==> src/rtl/scratchpad_arbiter_pkg.sv <==
// rtl/scratchpad_arbiter_pkg.sv - shared constants, types and address helper for the scratchpad arbiter
package scratchpad_arbiter_pkg;

   localparam int SCRATCH_WIDTH = 256;
   localparam int NTHREADS      = 2;

   typedef enum logic {
      PRIO_T0 = 1'b0,
      PRIO_T1 = 1'b1
   } prio_e;

   // Global address = {thread_id, local_addr}, built in a 32-bit space so callers of any
   // ADDRBITS can compare full values and slice the RAM address from the low bits.
   function automatic logic [31:0] global_addr(input logic tid,
                                               input logic [31:0] local_addr,
                                               input int unsigned addrbits);
      logic [31:0] mask;
      mask = (32'd1 << (addrbits - 1)) - 32'd1;
      return (local_addr & mask) | ({31'd0, tid} << (addrbits - 1));
   endfunction

endpackage

==> src/rtl/scratchpad_arbiter_if.sv <==
// rtl/scratchpad_arbiter_if.sv - thread request/grant and RAM port bundle for the scratchpad arbiter
interface scratchpad_arbiter_if #(
   parameter int ADDRBITS = 10
) ();
   import scratchpad_arbiter_pkg::*;

   logic [NTHREADS-1:0]      r_req;
   logic [ADDRBITS-2:0]      r_addr0;
   logic [ADDRBITS-2:0]      r_addr1;
   logic [NTHREADS-1:0]      r_gnt;
   logic [NTHREADS-1:0]      w_req;
   logic [ADDRBITS-2:0]      w_addr0;
   logic [ADDRBITS-2:0]      w_addr1;
   logic [SCRATCH_WIDTH-1:0] w_data0;
   logic [SCRATCH_WIDTH-1:0] w_data1;
   logic [NTHREADS-1:0]      w_gnt;
   logic [NTHREADS-1:0]      rsp_valid;
   logic [SCRATCH_WIDTH-1:0] rsp_data;
   logic [ADDRBITS-1:0]      ram_raddr;
   logic [ADDRBITS-1:0]      ram_waddr;
   logic [SCRATCH_WIDTH-1:0] ram_data;
   logic                     ram_wren;
   logic [SCRATCH_WIDTH-1:0] ram_q;

   modport slave (
      input  r_req, r_addr0, r_addr1, w_req, w_addr0, w_addr1, w_data0, w_data1, ram_q,
      output r_gnt, w_gnt, rsp_valid, rsp_data, ram_raddr, ram_waddr, ram_data, ram_wren
   );

   modport master (
      output r_req, r_addr0, r_addr1, w_req, w_addr0, w_addr1, w_data0, w_data1, ram_q,
      input  r_gnt, w_gnt, rsp_valid, rsp_data, ram_raddr, ram_waddr, ram_data, ram_wren
   );

endinterface

==> src/rtl/scratchpad_arbiter_rr_arb2.sv <==
// rtl/scratchpad_arbiter_rr_arb2.sv - two-way round-robin arbiter with per-requester block inputs
module rr_arb2
   import scratchpad_arbiter_pkg::*;
(
   input  logic                clk_i,
   input  logic                rst_i,
   input  logic [NTHREADS-1:0] req_i,
   input  logic [NTHREADS-1:0] block_i,
   output logic [NTHREADS-1:0] gnt_o
);

   prio_e               prio_q;
   prio_e               prio_d;
   logic [NTHREADS-1:0] elig;

   always_ff @(posedge clk_i) begin
      if (rst_i) begin
         prio_q <= PRIO_T0;
      end else begin
         prio_q <= prio_d;
      end
   end

   // A blocked requester keeps its priority because prio only moves on a real grant.
   always_comb begin
      gnt_o  = '0;
      prio_d = prio_q;
      elig   = req_i & ~block_i;
      if (!rst_i) begin
         if (elig == 2'b11) begin
            gnt_o = (prio_q == PRIO_T1) ? 2'b10 : 2'b01;
         end else begin
            gnt_o = elig;
         end
      end
      if (gnt_o[0]) begin
         prio_d = PRIO_T1;
      end else if (gnt_o[1]) begin
         prio_d = PRIO_T0;
      end
   end

endmodule

==> src/rtl/scratchpad_arbiter.sv <==
// rtl/scratchpad_arbiter.sv - shares one dual-port scrypt scratchpad RAM between two hasher threads
module scratchpad_arbiter
   import scratchpad_arbiter_pkg::*;
#(
   parameter int ADDRBITS = 10
) (
   input logic                 clock,
   input logic                 reset,
   scratchpad_arbiter_if.slave bus
);

   logic [31:0]         r_glob0;
   logic [31:0]         r_glob1;
   logic [31:0]         w_glob0;
   logic [31:0]         w_glob1;
   logic [31:0]         w_glob_sel;
   logic [NTHREADS-1:0] r_block;
   logic [NTHREADS-1:0] r_gnt;
   logic [NTHREADS-1:0] w_gnt;
   logic [NTHREADS-1:0] rsp_valid_q;
   logic [NTHREADS-1:0] rsp_valid_d;
   logic                wren;

   assign r_glob0 = global_addr(1'b0, 32'(bus.r_addr0), ADDRBITS);
   assign r_glob1 = global_addr(1'b1, 32'(bus.r_addr1), ADDRBITS);
   assign w_glob0 = global_addr(1'b0, 32'(bus.w_addr0), ADDRBITS);
   assign w_glob1 = global_addr(1'b1, 32'(bus.w_addr1), ADDRBITS);

   rr_arb2 u_wr_arb (
      .clk_i   (clock),
      .rst_i   (reset),
      .req_i   (bus.w_req),
      .block_i ('0),
      .gnt_o   (w_gnt)
   );

   assign wren       = |w_gnt;
   assign w_glob_sel = w_gnt[1] ? w_glob1 : w_glob0;

   // A read hitting the address being written this cycle waits a cycle, so read data
   // never depends on the RAM's read-during-write behaviour.
   assign r_block[0] = wren && (r_glob0 == w_glob_sel);
   assign r_block[1] = wren && (r_glob1 == w_glob_sel);

   rr_arb2 u_rd_arb (
      .clk_i   (clock),
      .rst_i   (reset),
      .req_i   (bus.r_req),
      .block_i (r_block),
      .gnt_o   (r_gnt)
   );

   assign rsp_valid_d = r_gnt;

   always_ff @(posedge clock) begin
      if (reset) begin
         rsp_valid_q <= '0;
      end else begin
         rsp_valid_q <= rsp_valid_d;
      end
   end

   assign bus.r_gnt     = r_gnt;
   assign bus.w_gnt     = w_gnt;
   assign bus.ram_wren  = wren;
   assign bus.ram_waddr = w_glob_sel[ADDRBITS-1:0];
   assign bus.ram_data  = w_gnt[1] ? bus.w_data1 : bus.w_data0;
   assign bus.ram_raddr = r_gnt[1] ? r_glob1[ADDRBITS-1:0] : r_glob0[ADDRBITS-1:0];
   // Responses landing while reset is high are dropped immediately.
   assign bus.rsp_valid = rsp_valid_q & ~{NTHREADS{reset}};
   assign bus.rsp_data  = bus.ram_q;

endmodule

==> src/flat_wrapper.sv <==
// flat-port wrapper written by rule: the top's interface ports become plain ports
module scratchpad_arbiter_flat import scratchpad_arbiter_pkg::*;
#(
   parameter int ADDRBITS = 10
)
  (clock, reset, bus_r_req, bus_r_addr0, bus_r_addr1, bus_w_req, bus_w_addr0, bus_w_addr1, bus_w_data0, bus_w_data1, bus_ram_q, bus_r_gnt, bus_w_gnt, bus_rsp_valid, bus_rsp_data, bus_ram_raddr, bus_ram_waddr, bus_ram_data, bus_ram_wren);
  scratchpad_arbiter_if #(.ADDRBITS(ADDRBITS)) bus_i ();
  input logic clock;
  input logic reset;
  input wire logic [$bits(bus_i.r_req)-1:0] bus_r_req;
  input wire logic [$bits(bus_i.r_addr0)-1:0] bus_r_addr0;
  input wire logic [$bits(bus_i.r_addr1)-1:0] bus_r_addr1;
  input wire logic [$bits(bus_i.w_req)-1:0] bus_w_req;
  input wire logic [$bits(bus_i.w_addr0)-1:0] bus_w_addr0;
  input wire logic [$bits(bus_i.w_addr1)-1:0] bus_w_addr1;
  input wire logic [$bits(bus_i.w_data0)-1:0] bus_w_data0;
  input wire logic [$bits(bus_i.w_data1)-1:0] bus_w_data1;
  input wire logic [$bits(bus_i.ram_q)-1:0] bus_ram_q;
  output wire logic [$bits(bus_i.r_gnt)-1:0] bus_r_gnt;
  output wire logic [$bits(bus_i.w_gnt)-1:0] bus_w_gnt;
  output wire logic [$bits(bus_i.rsp_valid)-1:0] bus_rsp_valid;
  output wire logic [$bits(bus_i.rsp_data)-1:0] bus_rsp_data;
  output wire logic [$bits(bus_i.ram_raddr)-1:0] bus_ram_raddr;
  output wire logic [$bits(bus_i.ram_waddr)-1:0] bus_ram_waddr;
  output wire logic [$bits(bus_i.ram_data)-1:0] bus_ram_data;
  output wire logic [$bits(bus_i.ram_wren)-1:0] bus_ram_wren;
  assign bus_i.r_req = bus_r_req;
  assign bus_i.r_addr0 = bus_r_addr0;
  assign bus_i.r_addr1 = bus_r_addr1;
  assign bus_i.w_req = bus_w_req;
  assign bus_i.w_addr0 = bus_w_addr0;
  assign bus_i.w_addr1 = bus_w_addr1;
  assign bus_i.w_data0 = bus_w_data0;
  assign bus_i.w_data1 = bus_w_data1;
  assign bus_i.ram_q = bus_ram_q;
  assign bus_r_gnt = bus_i.r_gnt;
  assign bus_w_gnt = bus_i.w_gnt;
  assign bus_rsp_valid = bus_i.rsp_valid;
  assign bus_rsp_data = bus_i.rsp_data;
  assign bus_ram_raddr = bus_i.ram_raddr;
  assign bus_ram_waddr = bus_i.ram_waddr;
  assign bus_ram_data = bus_i.ram_data;
  assign bus_ram_wren = bus_i.ram_wren;
  scratchpad_arbiter #(.ADDRBITS(ADDRBITS)) u_core (.clock(clock), .reset(reset), .bus(bus_i));
endmodule
==> config.mk <==
export PLATFORM = sky130hd
export DESIGN_NAME = scratchpad_arbiter_flat
export DESIGN_NICKNAME = d
export VERILOG_FILES = /design/src/rtl/scratchpad_arbiter_pkg.sv /design/src/rtl/scratchpad_arbiter_if.sv /design/src/rtl/scratchpad_arbiter_rr_arb2.sv /design/src/rtl/scratchpad_arbiter.sv /design/src/flat_wrapper.sv
export SDC_FILE = /design/constraint.sdc
export NUM_CORES = 1
export LEC_CHECK = 0
export CAP_MARGIN = 20
export CORE_AREA = 5 5 522 524
export CTS_CLUSTER_DIAMETER = 40
export CTS_CLUSTER_SIZE = 24
export DETAILED_ROUTE_END_ITERATION = 12
export DIE_AREA = 0 0 527 529
export HOLD_SLACK_MARGIN = 0.03
export PLACE_DENSITY_LB_ADDON = 0.15
export SLEW_MARGIN = 20
export SYNTH_ARGS = -nofsm -noshare
export SYNTH_HDL_FRONTEND = slang
export SYNTH_HIERARCHICAL = 1
export SYNTH_SLANG_ARGS = --single-unit
==> constraint.sdc <==
create_clock -name clock -period 6.4 [get_ports clock]
set_input_delay 1.28 -clock clock [delete_from_list [all_inputs] [get_ports clock]]
set_output_delay 1.28 -clock clock [all_outputs]
set_load 0.005 [all_outputs]
==> results.yml, run 1 <==
routing:
  wl_per_cell_um: 31.2
  ant_nets: 0
  drc: 0
  first_iter_violations: 295
  drtPass1Iterations: 5
  viasPerCell: 1.65
  vias: 7876
  wirelength_um: 149000
floorplan:
  initial_core_util_pct: 2.12
  die_h_um: 529
  die_w_um: 527
  rows: 190
  die_area_um2: 279000
  fp.coreArea_um2: 267000
  io_pins: 1349
pwr:
  p_per_area_nw_per_um2: 71.8
  ir_drop_mv: 0.0597
  p_leak_nw: 4.58
yosys:
  synthCells: 620
  yosys_register_bits: 4
  yosysTopAreaCell: "mux2_2"
  synth-seq-area-share_pct: 1.41
  yosys.area.top_type_share_pct: 53.6
  synth_adder_area_share_pct: 0
  synth_mux_area_share_pct: 54.6
  synth.distinct_cells: 27
  synth_compound_area_share_pct: 0.882
  yosys.area_share.simple_pct: 2.56
  synth_area_um2: 5670
  post_synth_main_area_contributors: "mux2_2 (54%), buf_4 (34%), buf_2 (2.4%)"
  synth_top_family_by_area: "multiplexers"
  yosysWarningCount: 6
  yosys.area_share.xor_xnor_pct: 2.78
  post_synth.cell_area_avg_um2: 9.15
cts:
  cts_made_buffers: 3
  clock_path_buffers: 2
  cts.htree.levels: 1
  cts_tree: "done"
  clk_pin_slew_ns: 0.04
  cts_sinks: 4
  root_buffer: "clkbuf_16"
  insertion_delay_ns: 0.27
job:
  drv_cap: 0
sta:
  finClkSkew_ns: 0.0170
  setup_viol: 0
  max_freq_mhz: 163
  tightestPinTransition_ns: 0.729
  slew_violations: 0
  hold_viol: 0
  timing.final.ws_setup_ns: 0.280
  rsz0062_at_grt: "false"
  min_period_ns: 6.12
  period_share_pct: 95.6
  relSlewSlack_pct: 51.2
  fin_tns_setup_ns: 0
global_routing:
  grt-ovfl-total: 0
  grt_pass1_wl_um: 167000
  grt_usage_pct: 10.1
  grt_max_degree: 83
  first_global_vias: 8131
  antenna_found_initial: 201
worst_setup_path:
  cp-start-kind: "input pin"
  crit_path_end_kind: "output pin"
  arrival_ns: 4.84
  setup.worst_path.class: "in2out"
  required_ns: 5.12
  rrSetupSlack_ns: 3.20
  crit_fanout: 6
finish:
  drive_gt1_share_pct: 26.2
  area_delta_synth_final_pct: 194
  final_nets: 1994
status:
  status: "finished clean"
min_path:
  worst_hold_path_type: "reg2reg"
placement:
  place_congestion: 0.785
  pre_cts_ws_ns: 0.190
  port_buffers: 836
  dp_hpwl_um: 141000
[stage by stage]
step                hold WS [ns]  total power [mW]  instance area (µm²)  utilization [%]  std cells
finish                     0.599              1.20                16700             6.24       4771
global route               0.645              1.28                16600             6.21       4739
CTS                        0.597              1.27                16600             6.21       4734
detailed placement         0.594              1.11                16500             6.18       4731
global placement           0.608              1.12                16500             6.18       4731
floorplan                  0.532             0.358                 5680                -        623
[final timing paths]
path,end,cells past startpoint,from
worst max-delay path,bus_r_gnt[0],10,bus_w_req[1]
worst min-delay path,u_core/u_rd_arb/prio_q$_SDFFE_PP0P_,2,u_core/u_rd_arb/prio_q$_SDFFE_PP0P_
worst max register to register,u_core/rsp_valid_q[0]$_SDFF_PP0_,9,u_core/u_wr_arb/prio_q$_SDFFE_PP0P_
worst min register to register,u_core/u_rd_arb/prio_q$_SDFFE_PP0P_,2,u_core/u_rd_arb/prio_q$_SDFFE_PP0P_
[sequential cells by signal (all words and copies together), names as in the netlist]
register	flops
u_core/rsp_valid_q	2
u_core/u_rd_arb/prio_q	1
u_core/u_wr_arb/prio_q	1
[where the power goes]
group          leakage [nW]  internal, mW  switching, mW
registers            0.0329        0.0265        0.00164
logic                  4.51         0.619          0.420
clock network        0.0372        0.0823         0.0468
total                  4.58         0.727          0.469
[timing repair]
| action | in CTS | in global routing |
|---|---|---|
| setup buffers | 0 | 0 |
| resized for setup | 0 | 1 |
| setup endpoints to repair | 0 | 1 |
| hold buffers | 0 | 0 |
[synthesized netlist by cell type (all sizes together)]
cell     instances
nand4            2
inv              8
nand2            1
or2              1
a2111oi          2
nor4b            1
xnor2           10
o311a            2
or2b             2
mux2           270
o21ai            2
or4b             2
xor2             8
mux2i            4
conb             1
dfxtp            4
or4              1
buf            288
nor4             2
clkbuf           3
nor2b            6
[placed cells by master, fill, tap and decap left out, types with 2 or more instances in the layout]
cell	synthesis	layout
nor2b_4	2	2
conb_1	1	4
buf_12	0	4
xnor2_1	10	10
or4b_1	2	2
o21ai_0	2	2
xor2_1	8	8
diode_2	0	37
mux2_2	270	270
nand4_1	2	2
mux2i_1	2	2
clkbuf_16	0	3
inv_1	8	8
nor2b_1	4	4
clkdlybuf4s50_1	0	820
nor4_2	1	2
buf_4	260	23
or2b_1	2	2
dfxtp_1	4	4
[metal layers]
| metal | vias up | part of all wire, % | global-route usage (%) |
|---|---|---|---|
| met4 | 138 | 4.8 | 3.24 |
| met5 | - | 0.60 | 0.0346 |
| li1 | 3043 | - | - |
| met2 | 889 | 47 | 17.5 |
| met1 | 3266 | 32 | 9.48 |
| met3 | 540 | 15 | 7.12 |
[kinds of logic after synthesis]
kind of cell / Yosys count
AOI/OAI and AO/OA: 6
xor gates and xnor gates: 18
buffers and inverters: 299
DFF: 4
muxes: 274
other: 1
and+or+nand+nor: 18
[final cells by class]
class,instances,area [µm²]
inverters,8,30.0
well taps,3552,4440
repair buffers,847,8460
clock buffers,3,75.1
diodes,37,92.6
multi-input cells,320,3490
fillers,31300,250000
flip-flops and latches,4,80.1
[critical path, cell delays in order]
cell	delay (ns)
clkdlybuf4s50_1	0.46
nor2b_4	0.17
o311a_4	0.36
mux2_2	0.39
xor2_1	0.16
or4_1	0.44
nor4_2	0.27
nor2b_4	0.07
a2111oi_0	0.58
clkdlybuf4s50_1	0.63
(Power assumes the default switching activity.)
==> run 2, diff against run 1 <==
Settings changed: CORE_AREA 5 5 522 524 to 4 4 521 523, DIE_AREA 0 0 527 529 to 0 0 525 527.
==> results.yml, run 2 (synthesized netlist as in run 1, its figures left out) <==
routing:
  first_iter_violations: 399
  drtPass1Iterations: 4
  drc: 0
  ant_nets: 0
  vias: 7834
  wirelength_um: 150000
  viasPerCell: 1.64
  wl_per_cell_um: 31.4
sta:
  setup_viol: 0
  max_freq_mhz: 163
  finClkSkew_ns: 0.00700
  rsz0062_at_grt: "false"
  slew_violations: 0
  hold_viol: 0
  period_share_pct: 96.0
  relSlewSlack_pct: 57.1
  min_period_ns: 6.14
  tightestPinTransition_ns: 0.643
worst_setup_path:
  rr_worst_depth: 9
  setup.worst_path.class: "in2out"
  required_ns: 5.12
  crit_fanout: 5
  cp-start-kind: "input pin"
  arrival_ns: 4.86
  crit_path_end_kind: "output pin"
cts:
  insertion_delay_ns: 0.25
  clk_pin_slew_ns: 0.05
  cts.htree.levels: 1
  cts_made_buffers: 3
  cts_sinks: 4
  clock_path_buffers: 2
  cts_tree: "done"
  cts_hold_buf: 0
  root_buffer: "clkbuf_16"
global_routing:
  first_global_vias: 8133
  antenna_found_initial: 188
  grt-ovfl-total: 0
  grt_max_degree: 89
  grt_usage_pct: 10.3
  grt_pass1_wl_um: 169000
floorplan:
  io_pins: 1349
  die_area_um2: 277000
  die_w_um: 525
  fp.coreArea_um2: 267000
  rows: 190
  die_h_um: 527
  initial_core_util_pct: 2.12
finish:
  layout_commonest_cell: "clkdlybuf4s50_1"
  final_nets: 2000
  largest_registers: "u_core/rsp_valid_q: 2 flops, u_core/u_rd_arb/prio_q: 1 flops, u_core/u_wr_arb/prio_q: 1 flops"
  layout_common_cells: "clkdlybuf4s50_1 (831), mux2_2 (270), buf_4 (18)"
  drive_gt1_share_pct: 25.6
  instances_no_fill: 4772
  regMostFlops: "u_core/rsp_valid_q"
  area_delta_synth_final_pct: 195
  largest_register_ffs: 2
min_path:
  min_path_cells: 2
  worst_hold_path_type: "reg2reg"
pwr:
  total_power_mw: 1.21
  p_leak_nw: 4.61
  ir_drop_mv: 0.0615
  p_per_area_nw_per_um2: 72.3
status:
  status: "finished clean"
job:
  drv_cap: 0
placement:
  dp_hpwl_um: 142000
  port_buffers: 836
  place_congestion: 0.842
  placed_cells: 4737
[run 2: path summary, 6_finish.rpt]
path,from,endpoint,slack [ns]
worst max-delay path,bus_w_req[1],bus_r_gnt[0],0.26
worst min-delay path,u_core/u_wr_arb/prio_q$_SDFFE_PP0P_,u_core/u_wr_arb/prio_q$_SDFFE_PP0P_,0.60
worst max register to register,u_core/u_wr_arb/prio_q$_SDFFE_PP0P_,u_core/rsp_valid_q[0]$_SDFF_PP0_,3.22
worst min register to register,u_core/u_wr_arb/prio_q$_SDFFE_PP0P_,u_core/u_wr_arb/prio_q$_SDFFE_PP0P_,0.60
[run 2: stage by stage]
stage          util [%]  setup TNS (ns)  instance area [µm²]  worst slack (ns)  hold slack (ns)
6_report           6.26               0                16700             0.258            0.603
3_3_place_gp       6.21          -0.110                16600            -0.110            0.618
4_1_cts            6.23               0                16600            0.0226            0.599
3_5_place_dp       6.21               0                16600            0.0515            0.591
2_1_floorplan         -               0                 5680              1.35            0.532
5_1_grt            6.24               0                16600            0.0599            0.639
[run 2: per-layer routing]
metal	track usage, %	wire length (µm)	vias to the layer above
li1	-	-	3055
met1	10.8	54000	3393
met2	15.5	62700	830
met3	8.67	27200	416
met4	2.54	4940	140
met5	0	903	-
[run 2: layout make-up]
cell class,instances,area [µm²]
sequential,4,80.1
inverter,8,30.0
clock buffer,3,75.1
fill,31300,250000
tap,3552,4440
timing repair buffer,853,8530
multi-input combinational,320,3480
antenna,32,80.1
[run 2: worst max-delay path, stage by stage]
cell             delay [ns]
clkdlybuf4s50_1        0.47
nor2b_4                0.18
o311a_4                0.32
mux2_2                 0.39
xor2_1                 0.16
or4_1                  0.42
nor4_2                 0.29
nor2b_4                0.08
a2111oi_1              0.64
clkdlybuf4s50_1        0.63
[run 2: timing repair]
item | 4_1_cts | 5_1_grt
endpoints found under the setup margin | 0 | 1
setup buffers | 0 | 0
gates resized for setup | 0 | 1
[run 2: report_power, final]
group          internal, mW  switching (mW)
registers            0.0265         0.00188
logic                 0.625           0.437
clock network        0.0819          0.0376
